--- src/rtl/intc_pkg.sv ---
// Interrupt controller shared definitions.
// Register map, FSM states and default source count.
package intc_pkg;

  localparam int NSRC_DEF = 6;

  localparam logic [2:0] ADDR_MASK = 3'd0;
  localparam logic [2:0] ADDR_EDGE = 3'd1;
  localparam logic [2:0] ADDR_PEND = 3'd2;
  localparam logic [2:0] ADDR_ISR  = 3'd3;
  localparam logic [2:0] ADDR_VEC  = 3'd4;
  localparam logic [2:0] ADDR_EOI  = 3'd5;

  typedef enum logic [1:0] {
    IDLE,
    ASSERT,
    SERVICE
  } state_t;

endpackage

--- src/rtl/intc_prio_enc.sv ---
// Lowest-index-wins priority encoder.
// Ports: req (N requests), idx (winning index), valid (any request).
module intc_prio_enc #(
  parameter int N = 6
) (
  input  logic [N-1:0] req,
  output logic [3:0]   idx,
  output logic         valid
);

  // Scan downward so the lowest set index is written last.
  always_comb begin
    idx   = '0;
    valid = 1'b0;
    for (int i = N - 1; i >= 0; i--) begin
      if (req[i]) begin
        idx   = 4'(i);
        valid = 1'b1;
      end
    end
  end

endmodule

--- src/rtl/int_ctrl.sv ---
// Prioritised interrupt controller feeding CP0 HWInt.
// Ports: clk, rst (async high), irq_in, we/addr/wdata/rdata
// register bus, int_ack from CPU, hwint one-hot request out.
// Option: define INTC_NESTING_EN to allow preemption in SERVICE.
module int_ctrl
  import intc_pkg::*;
#(
  parameter int NSRC        = NSRC_DEF,
  parameter int SYNC_STAGES = 2
) (
  input  logic            clk,
  input  logic            rst,
  input  logic [NSRC-1:0] irq_in,
  input  logic            we,
  input  logic [2:0]      addr,
  input  logic [31:0]     wdata,
  output logic [31:0]     rdata,
  input  logic            int_ack,
  output logic [NSRC-1:0] hwint
);

  function automatic logic [NSRC-1:0] oh(input logic [3:0] i);
    oh = '0;
    for (int k = 0; k < NSRC; k++) oh[k] = (4'(k) == i);
  endfunction

  logic [NSRC-1:0] sync_q [SYNC_STAGES];
  logic [NSRC-1:0] s, s_prev, rise;
  logic [NSRC-1:0] mask, edge_mode, pend, isr;
  logic [NSRC-1:0] clr, cand, oh_vec, isr_pop;
  state_t          state;
  logic [3:0]      vec;
  logic [3:0]      win_idx, isr_idx;
  logic            win_v, isr_v;
  logic            ack, eoi, pend_wr, vec_valid;
  logic            unused_wdata;

  assign s         = sync_q[SYNC_STAGES-1];
  assign rise      = s & ~s_prev;
  assign ack       = (state == ASSERT) && int_ack;
  assign pend_wr   = we && (addr == ADDR_PEND);
  assign eoi       = we && (addr == ADDR_EOI) && isr_v;
  assign oh_vec    = oh(vec);
  assign clr       = (pend_wr ? wdata[NSRC-1:0] : '0)
                   | (ack ? oh_vec : '0);
  assign cand      = pend & mask & ~isr;
  assign isr_pop   = isr & ~oh(isr_idx);
  assign vec_valid = (state == ASSERT) || (state == SERVICE);
  assign unused_wdata = ^wdata[31:NSRC];

  intc_prio_enc #(.N(NSRC)) u_win (
    .req   (cand),
    .idx   (win_idx),
    .valid (win_v)
  );

  intc_prio_enc #(.N(NSRC)) u_isr (
    .req   (isr),
    .idx   (isr_idx),
    .valid (isr_v)
  );

`ifdef INTC_NESTING_EN
  logic [NSRC-1:0] above;
  logic [3:0]      nest_idx;
  logic            nest_v;

  // Only sources strictly above the innermost in-service one.
  always_comb begin
    above = '0;
    for (int k = 0; k < NSRC; k++) above[k] = (4'(k) < isr_idx);
  end

  intc_prio_enc #(.N(NSRC)) u_nest (
    .req   (cand & above),
    .idx   (nest_idx),
    .valid (nest_v)
  );
`endif

  always_ff @(posedge clk or posedge rst) begin
    if (rst) begin
      for (int i = 0; i < SYNC_STAGES; i++) sync_q[i] <= '0;
      s_prev    <= '0;
      mask      <= '0;
      edge_mode <= '0;
      pend      <= '0;
    end else begin
      sync_q[0] <= irq_in;
      for (int i = 1; i < SYNC_STAGES; i++) sync_q[i] <= sync_q[i-1];
      s_prev <= s;
      if (we && (addr == ADDR_MASK)) mask <= wdata[NSRC-1:0];
      if (we && (addr == ADDR_EDGE)) edge_mode <= wdata[NSRC-1:0];
      // Edge bits: clear then set, so a same-cycle rise wins.
      pend <= (edge_mode & ((pend & ~clr) | rise))
            | (~edge_mode & s);
    end
  end

  always_ff @(posedge clk or posedge rst) begin
    if (rst) begin
      state <= IDLE;
      vec   <= '0;
      isr   <= '0;
      hwint <= '0;
    end else begin
      hwint <= '0;
      unique case (state)
        IDLE: begin
          if (win_v) begin
            state <= ASSERT;
            vec   <= win_idx;
          end
        end
        ASSERT: begin
          if (int_ack) begin
            isr   <= isr | oh_vec;
            state <= SERVICE;
          end else if (~|(pend & mask & oh_vec)) begin
            state <= isr_v ? SERVICE : IDLE;
          end else begin
            hwint <= oh_vec;
          end
        end
        SERVICE: begin
          if (eoi) begin
            isr <= isr_pop;
            if (~|isr_pop) state <= IDLE;
          end
`ifdef INTC_NESTING_EN
          else if (nest_v) begin
            state <= ASSERT;
            vec   <= nest_idx;
          end
`endif
        end
        default: state <= IDLE;
      endcase
    end
  end

  always_comb begin
    rdata = '0;
    unique case (1'b1)
      addr == ADDR_MASK: rdata = 32'(mask);
      addr == ADDR_EDGE: rdata = 32'(edge_mode);
      addr == ADDR_PEND: rdata = 32'(pend);
      addr == ADDR_ISR:  rdata = 32'(isr);
      addr == ADDR_VEC:  rdata = {27'b0, vec_valid, vec};
      default:           rdata = '0;
    endcase
  end

endmodule

--- config.mk ---
export PLATFORM = sky130hd
export DESIGN_NAME = int_ctrl
export DESIGN_NICKNAME = d
export VERILOG_FILES = /design/src/rtl/intc_pkg.sv /design/src/rtl/intc_prio_enc.sv /design/src/rtl/int_ctrl.sv
export SDC_FILE = /design/constraint.sdc
export NUM_CORES = 1
export LEC_CHECK = 0
export ABC_AREA = 1
export BUFFER_PORTS_ARGS = -buffer_cell sky130_fd_sc_hd__buf_2
export CORE_MARGIN = 2
export CORE_UTILIZATION = 55
export DETAILED_ROUTE_END_ITERATION = 8
export MAX_ROUTING_LAYER = met4
export PLACE_DENSITY = 0.88
export SKIP_LAST_GASP = 1
export SYNTH_ARGS = -nofsm -noshare
export SYNTH_HDL_FRONTEND = slang
export SYNTH_SLANG_ARGS = --single-unit
--- constraint.sdc ---
create_clock -name clk -period 4 [get_ports clk]
set_input_delay 0.8 -clock clk [delete_from_list [all_inputs] [get_ports clk]]
set_output_delay 0.8 -clock clk [all_outputs]
set_load 0.03 [all_outputs]
==> summary.txt, run 1 <==
Outcome = finished clean
#FFs+latches synth = 53
Share of layout cells above drive strength 1 = 0.152
Final Hold Viols = 0
Syn avg cell area = 8.28 sq um
Total number of vias = 2136
PwrDens = 385 nW/um^2
Setup tns final = 0 ps
Period utilization = 0.673
Synth top area cells = dfrtp_1 51%, nand2_1 13%, buf_4 7.5%, o21ai_1 5.0%, nor2_1 4.3%
Compound-Gate Fraction of Synth Area = 0.109
Cell count after synthesis = 315
Leak = 1.39 nW
Worst R2R Setup Slack = 2420 ps
ANT cells = 0
Number of synthesized flops with an enable pin = 0
Worst R2R Start = state[1]
Drt pass-1 iters = 4
Clock sinks = 53
Minimum period implied by the final worst setup slack = 2690 ps
CP Launch Type = primary input
Die width = 72.9 um
Nets = 396
Die area = 5310 sq um
Hold Path Cell Cnt = 0
DR WL/cell = 13.3 um
RSZ-0062 raised after global routing = no
GP Congestion = 1.01
Crit path kind = in -> out
Adder-cell share of the synthesized area = 0.0144
RR Endpoint = isr[2]
Resized Gates After CTS = 0
Setup crit end kind = output pin
Layout area overhead = 7.73%
DIE HEIGHT = 72.9 um
Hold Path End = s[3]
Hold Path Origin = sync_q[9]
Max Clock Freq = 0.372 GHz
Max Cap Viol = 0
Clock Latency Late Sink = 310 ps
PnR worst setup slack = 1310 ps
Vias in the first global route = 1946
CTS tree = done
GRT Total Usage = 0.229
CP Data Arrival Time = 1890 ps
Root Buffer Master = clkbuf_8
Largest family of logic cells by synthesized area = simple AND/OR/NAND/NOR gates
Clock transition at the registers of the reported paths = 100 ps
I/O Buffers = 30
Largest net degree at the start of global routing = 54
I/O pins = 83
Simple-Gate Fraction of Synth Area = 0.247
Max rail drop VDD = 0.000284 V
Async set or reset register ratio after synthesis = 1.00
Xor and xnor area share after synthesis = 0
Post CTS Setup Buffer Count = 0
Post-Route WL = 5.38 mm
Crit-path max FO = 7
Setup violators final = 0
Post-synth top area share = 0.509
Mux contribution to synthesized area = 0
Residual DRC = 0
ANT nets after route = 0
Least-Margin Pin Slew = 1050 ps
Cell taking the most area after synthesis = dfrtp_1
Syn. warnings = 0
Number of CTS-inserted buffers = 5
Hold Crit Class = reg -> reg
GR Overflow Total = 0
Worst reg2reg path depth = 10
Dpl hpwl = 4.10 mm
Seq/Total Area, Yosys = 0.509
Required @ worst endpoint = 3200 ps
Most instantiated cells after synthesis = 90 x nand2_1, 53 x dfrtp_1, 30 x nor2_1
Initial DRC count = 150
Clk_skew = 5.83 ps
Initial antenna violation count = 0
Number of vias per cell = 5.30
Rows = 25
Core area = 4660 sq um
Max Slew Vio Count = 0
Ys flop type = dfrtp_1
First-pass GRT wire length = 8.91 mm
Htree depth = 2
Cts hold-fix bufs = 0
Initial Utilization = 0.559
Post-synth cell types = 26
Worst Setup Slack post-DPL = 1320 ps
Most common cell in the netlist = nand2_1
Synthesized cell area = 2610 sq um
Max clock buf depth = 2
Slew headroom = 0.301
-- power by group --
| group | internal [mW] | leakage, nW | total (mW) | switching, mW |
|---|---|---|---|---|
| Combinational | 0.0396 | 0.703 | 0.145 | 0.106 |
| Clock | 0.144 | 0.0518 | 0.323 | 0.179 |
| Sequential | 0.576 | 0.637 | 0.613 | 0.0370 |
-- cells by family (layout without fill, tap and decap cells) --
kind of cell	after synthesis	after routing
fa+ha+maj	3	3
simple gates	153	153
buf+inv	56	65
other cells	1	26
compound gates	49	49
flops	53	53
-- critical path, cell delays in order --
cell	delay [ps]
buf_2	150
nor3_2	460
nand2_1	110
o2111ai_1	130
buf_2	240
-- registers in the layout, indices dropped and copies added (netlist names) --
register and count:
vec 3, sync_q 6, state 2, pend 6, s_prev 6, edge_mode 6, s 6, mask 6
isr 6, hwint 6
-- cell type report --
type / instances / area [sq um]
timing repair buffer: 30 / 150
sequential: 53 / 1330
clock buffer: 6 / 82.6
clock inverter: 2 / 17.5
inverter: 27 / 101
multi-input combinational: 231 / 1060
tap: 54 / 67.6
fill: 402 / 1850
-- how the worst max path moves through the flow --
stage               endpoint  startpoint  slack, ps  cells after the start
floorplan           rdata[3]     addr[1]       1600                      4
global placement    rdata[5]     addr[2]       1350                      5
detailed placement  rdata[5]     addr[2]       1320                      5
CTS                 rdata[5]     addr[2]       1320                      5
global route        rdata[5]     addr[2]       1220                      5
finish              rdata[5]     addr[2]       1310                      5
-- layout by cell type, fill, tap and decap left out, types with 2 or more instances in the layout --
master     count
nand2_1       90
dfrtp_1       53
nor2_1        30
buf_2         30
o21ai_1       26
conb_1        26
inv_1         17
nand3_1       16
inv_2          9
nor4_1         6
nand4_1        6
o211ai_1       6
clkbuf_8       6
o21ai_0        5
o22ai_1        4
ha_1           3
nor3_2         2
nor2_2         2
o2111ai_1      2
a21oi_1        2
-- layer usage --
metal | vias to the layer above | part of all wire | track usage
met1 | 1015 | 0.43 | 0.287
met5 | - | 0 | -
met2 | 69 | 0.50 | 0.375
li1 | 1044 | - | -
met3 | 8 | 0.054 | 0.0456
met4 | 0 | 0.014 | 0.0761
-- stage by stage --
step | util | power (mW) | hold slack (ps) | cell area [sq um] | instances
2_1_floorplan | - | 0.747 | 331 | 2700 | 340
3_3_place_gp | 0.581 | 0.762 | 332 | 2710 | 395
3_5_place_dp | 0.581 | 0.768 | 338 | 2710 | 395
4_1_cts | 0.603 | 1.09 | 361 | 2810 | 403
5_1_grt | 0.603 | 1.13 | 375 | 2810 | 403
6_report | 0.603 | 1.08 | 357 | 2810 | 403
Power figures use the tool's default switching activity.
==> run 2, diff against run 1 <==
--- a/config.mk
+++ b/config.mk
@@ -5,13 +5,13 @@
 export SDC_FILE = /design/constraint.sdc
 export NUM_CORES = 1
 export LEC_CHECK = 0
-export ABC_AREA = 1
+export ABC_AREA = 0
 export BUFFER_PORTS_ARGS = -buffer_cell sky130_fd_sc_hd__buf_2
 export CORE_MARGIN = 2
-export CORE_UTILIZATION = 55
+export CORE_UTILIZATION = 46
 export DETAILED_ROUTE_END_ITERATION = 8
 export MAX_ROUTING_LAYER = met4
-export PLACE_DENSITY = 0.88
+export PLACE_DENSITY = 0.79
 export SKIP_LAST_GASP = 1
 export SYNTH_ARGS = -nofsm -noshare
 export SYNTH_HDL_FRONTEND = slang
==> constraint.sdc (replaced) <==
create_clock -name clk -period 2.4 [get_ports clk]
set_input_delay 0.48 -clock clk [delete_from_list [all_inputs] [get_ports clk]]
set_output_delay 0.48 -clock clk [all_outputs]
set_load 0.03 [all_outputs]
==> summary.txt, run 2 <==
Outcome = finished clean
Synth top area cells = dfrtp_1 49%, buf_4 7.2%, mux2_2 5.0%, mux4_2 3.3%, nor2_1 3.0%
Number of vias per cell = 5.53
Syn. warnings = 0
Clock transition at the registers of the reported paths = 90 ps
Resized Gates After CTS = 0
Rows = 27
Leak = 1.35 nW
GR Overflow Total = 0
Reg area = 1330 sq um
Design Area, Final = 2990 sq um
Slew headroom = 0.533
Cell taking the most area after synthesis = dfrtp_1
DIE HEIGHT = 80.7 um
Clock Latency Late Sink = 310 ps
Total number of vias = 1975
I/O pins = 83
Max Cap Viol = 0
Clk_skew = 7.96 ps
Most common cell in the netlist = dfrtp_1
Max rail drop VDD = 0.000447 V
Max stage delay on crit path = 510 ps
Crit path kind = reg -> out
Max Clock Freq = 0.463 GHz
Worst Setup Slack post-DPL = 220 ps
First-pass GRT wire length = 9.23 mm
CTS tree = done
PnR worst setup slack = 242 ps
PwrDens = 930 nW/um^2
#FFs+latches synth = 53
Htree depth = 2
RSZ-0062 raised after global routing = no
Clock sinks = 53
Max Slew Vio Count = 0
Share of layout cells above drive strength 1 = 0.253
Final Hold Viols = 0
Initial antenna violation count = 0
Worst reg2reg path depth = 5
Initial DRC count = 173
ANT cells = 0
Crit-path max FO = 10
Dpl hpwl = 4.18 mm
Die area = 6520 sq um
CP Data Arrival Time = 1680 ps
GRT Total Usage = 0.194
Setup crit end kind = output pin
Ys flop type = dfrtp_1
Core area = 5610 sq um
CP Launch Type = flip-flop
Number of CTS-inserted buffers = 5
# fillers = 497
Post-synth cell types = 53
Minimum period implied by the final worst setup slack = 2160 ps
Cts hold-fix bufs = 0
Cell count after synthesis = 247
Root Buffer Master = clkbuf_8
Multi-input logic area = 1210 sq um
Number of synthesized flops with an enable pin = 0
I/O Buffers = 30
DR WL/cell = 15.8 um
Initial Utilization = 0.483
Worst R2R Setup Slack = 350 ps
Worst path cell trace = mux4_2 -> inv_1 -> o32ai_1 -> buf_2
Largest net degree at the start of global routing = 54
Drt pass-1 iters = 4
Die width = 80.7 um
Final hold slack = 211 ps
Hold Crit Class = in -> async
Setup violators final = 0
Area after DPL = 2890 sq um
Slowest-stage cell, CP = mux4_2
Setup tns final = 0 ps
Worst R2R Start = state[0]
Post-Route WL = 5.64 mm
Layout area overhead = 10.4%
Residual DRC = 0
Required @ worst endpoint = 1920 ps
Final Core Density = 0.533
Cell Count Post-Placement = 349
Syn avg cell area = 11.0 sq um
ANT nets after route = 0
Period utilization = 0.899
Post CTS Setup Buffer Count = 0
Synthesized cell area = 2710 sq um
Async set or reset register ratio after synthesis = 1.00
Commonest non-fill, non-tap cell in the layout = dfrtp_1
Least-Margin Pin Slew = 690 ps
Max clock buf depth = 2
Vias in the first global route = 1887
Pwr Total = 2.78 mW
Post-synth top area share = 0.490
Nets = 332
RR Endpoint = isr[5]
Commonest non-fill, non-tap cells in the layout = 53 x dfrtp_1, 30 x buf_2, 26 x conb_1
Non-Filler Instances = 357
Seq/Total Area, Yosys = 0.490
GP Congestion = 0.980
Most instantiated cells after synthesis = 53 x dfrtp_1, 26 x buf_4, 22 x nor2_1
==> run 2: worst max path at each step <==
stage / from / endpoint / depth (start not counted)
finish: isr[0] / rdata[0] / 4
global route: isr[0] / rdata[0] / 4
CTS: isr[0] / rdata[0] / 4
detailed placement: addr[1] / isr[5] / 5
global placement: addr[1] / isr[5] / 5
floorplan: addr[2] / rdata[0] / 3
==> run 2: final cells by class <==
type                            count  share of cell area
Sequential cell                    53               0.443
Multi-Input combinational cell    176               0.403
Timing Repair Buffer               39              0.0770
Clock buffer                        7              0.0322
Tap cell                           72              0.0301
Inverter                            9              0.0113
Clock inverter                      1             0.00293
==> run 2: cells by family after synthesis <==
family                   share of synthesized area
other                                      0.00138
buffers and inverters                       0.0998
flip-flops                                   0.490
AND/OR/NAND/NOR                              0.143
XOR/XNOR                                   0.00323
multiplexers                                 0.102
AO/OA/AOI/OAI                                0.147
adder cells (fa/ha/maj)                     0.0139
==> run 2: report_power, final <==
group,switching [mW],internal [mW],total (mW),leakage [nW]
Sequential,0.232,1.06,1.29,0.639
Combinational,0.535,0.408,0.942,0.657
Clock,0.287,0.267,0.553,0.0549
==> run 2: routing by layer <==
metal  up-vias  GRT usage  part of all wire
met5         -          -                 0
li1        915          -                 -
met2        68      0.310              0.48
met1       985      0.254              0.44
met4         0     0.0559             0.013
met3         7     0.0389             0.062
==> run 2: worst max-delay path, delay by kind of cell (launching register included) <==
family	cells	cell delay, ps
multiplexers	1	510
flip-flops	1	500
AO/OA/AOI/OAI	1	90
buffers and inverters	2	270
==> run 3, diff against run 2 <==
==> constraint.sdc (replaced) <==
create_clock -name clk -period 1.9 [get_ports clk]
set_input_delay 0.38 -clock clk [delete_from_list [all_inputs] [get_ports clk]]
set_output_delay 0.38 -clock clk [all_outputs]
set_load 0.03 [all_outputs]
==> summary.txt, run 3 (synthesis results as in run 2) <==
RR Endpoint = isr[5]
Layout area overhead = 26.2%
Largest net degree at the start of global routing = 54
Commonest non-fill, non-tap cell in the layout = dfrtp_1
Area after DPL = 3000 sq um
Post-Route WL = 6.49 mm
Worst path cell trace = buf_6 -> mux4_2 -> nor2b_4 -> buf_6
Slowest-stage cell, CP = mux4_2
Cell Count Post-Placement = 364
Non-Filler Instances = 392
Worst R2R Setup Slack = -60 ps
Slew headroom = 0.559
Setup crit end kind = output pin
Minimum period implied by the final worst setup slack = 1960 ps
Core area = 5610 sq um
CP Capture Point = rdata[3]
Max Clock Freq = 0.510 GHz
Drt pass-1 iters = 5
Max stage delay on crit path = 470 ps
RSZ-0062 raised after global routing = yes
Clock Latency Late Sink = 310 ps
Outcome = finished with violations
Nets = 367
Initial antenna violation count = 0
PnR worst setup slack = -62.2 ps
Final Hold Viols = 0
Clock sinks = 53
Period utilization = 1.03
Max clock buf depth = 2
Residual DRC = 0
ANT nets after route = 0
Clk_skew = 8.40 ps
CTS tree = done
Max rail drop VDD = 0.000610 V
Stages on worst setup path = 4
Max Cap Viol = 0
GR Overflow Total = 0
Commonest non-fill, non-tap cells in the layout = 48 x dfrtp_1, 38 x buf_4, 26 x conb_1
Max Slew Vio Count = 0
GRT Total Usage = 0.211
Required @ worst endpoint = 1520 ps
CP Data Arrival Time = 1580 ps
Number of CTS-inserted buffers = 5
Pwr Total = 4.23 mW
Htree depth = 2
DR WL/cell = 16.6 um
GP Congestion = 0.897
Root Buffer Master = clkbuf_8
Worst Setup Slack post-DPL = -40.1 ps
CP Launch Type = flip-flop
Crit path buf inv count = 2
Setup violators final = 6
Leak = 1.55 nW
Total number of vias = 2194
Die area = 6520 sq um
Final hold slack = 104 ps
Initial Utilization = 0.483
Die width = 80.7 um
Clock transition at the registers of the reported paths = 100 ps
Number of vias per cell = 5.60
ANT cells = 0
Worst setup startpoint = isr[3]
Largest delay share family, worst path = multiplexers
First-pass GRT wire length = 10.0 mm
Dpl hpwl = 4.36 mm
Failing checks = setup timing
Least-Margin Pin Slew = 651 ps
Crit-path max FO = 2
PwrDens = 1240 nW/um^2
Hold Crit Class = in -> async
# fillers = 457
Share of layout cells above drive strength 1 = 0.394
Most frequent CP cell = buf_6
Vias in the first global route = 1997
DIE HEIGHT = 80.7 um
Worst R2R Start = state[0]
I/O pins = 83
Worst reg2reg path depth = 5
I/O Buffers = 30
Initial DRC count = 389
Design Area, Final = 3420 sq um
Crit path kind = reg -> out
Cts hold-fix bufs = 0
Rows = 27
run 3: layout make-up:
type,count,area (sq um),share of cell area
timing repair buffer,74,543,0.159
clock inverter,3,43.8,0.0128
sequential,53,1330,0.390
tap,72,90.1,0.0263
multi-input combinational,176,1310,0.382
inverter,9,33.8,0.00988
clock buffer,5,68.8,0.0201
run 3: how the worst min path moves through the flow:
stage / start / endpoint / slack (ps) / depth (start not counted)
2_1_floorplan: sync_q[6] / s[0] / 330 / 0
3_3_place_gp: sync_q[9] / s[3] / 330 / 0
3_5_place_dp: sync_q[7] / s[1] / 340 / 0
4_1_cts: rst / sync_q[7] / 110 / 3
5_1_grt: rst / s_prev[1] / 120 / 3
6_report: rst / mask[2] / 100 / 3
run 3: what timing repair did:
| item | CTS | global route |
|---|---|---|
| endpoints found under the setup margin | 4 | 13 |
| setup buffers | 13 | 7 |
| gates resized for setup | 18 | 21 |
| endpoints found under the hold margin | 0 | 0 |
| pin swaps | 3 | 12 |
run 3: power by group:
part	switching [mW]	total (mW)	internal (mW)
Sequential	0.191	1.53	1.34
Combinational	0.996	1.92	0.923
Clock	0.382	0.777	0.395
Total	1.57	4.23	2.66
run 3: stage by stage:
stage          utilization  setup TNS (ps)
3_3_place_gp         0.535           -20.1
3_5_place_dp         0.535           -40.1
5_1_grt              0.610            -591
4_1_cts              0.583            -199
2_1_floorplan            -               0
6_report             0.610            -193
run 3: metal layers:
layer / track usage / wire (um)
met5: - / 0
met4: 0.0525 / 119
met3: 0.0367 / 487
met2: 0.338 / 3270
met1: 0.284 / 2620
run 3: worst register-to-register path, cell delays in order (launching register included):
cell,delay (ps)
dfrtp_1,420
buf_6,130
ha_4,150
a211o_1,250
or4_4,540
o32a_1,360
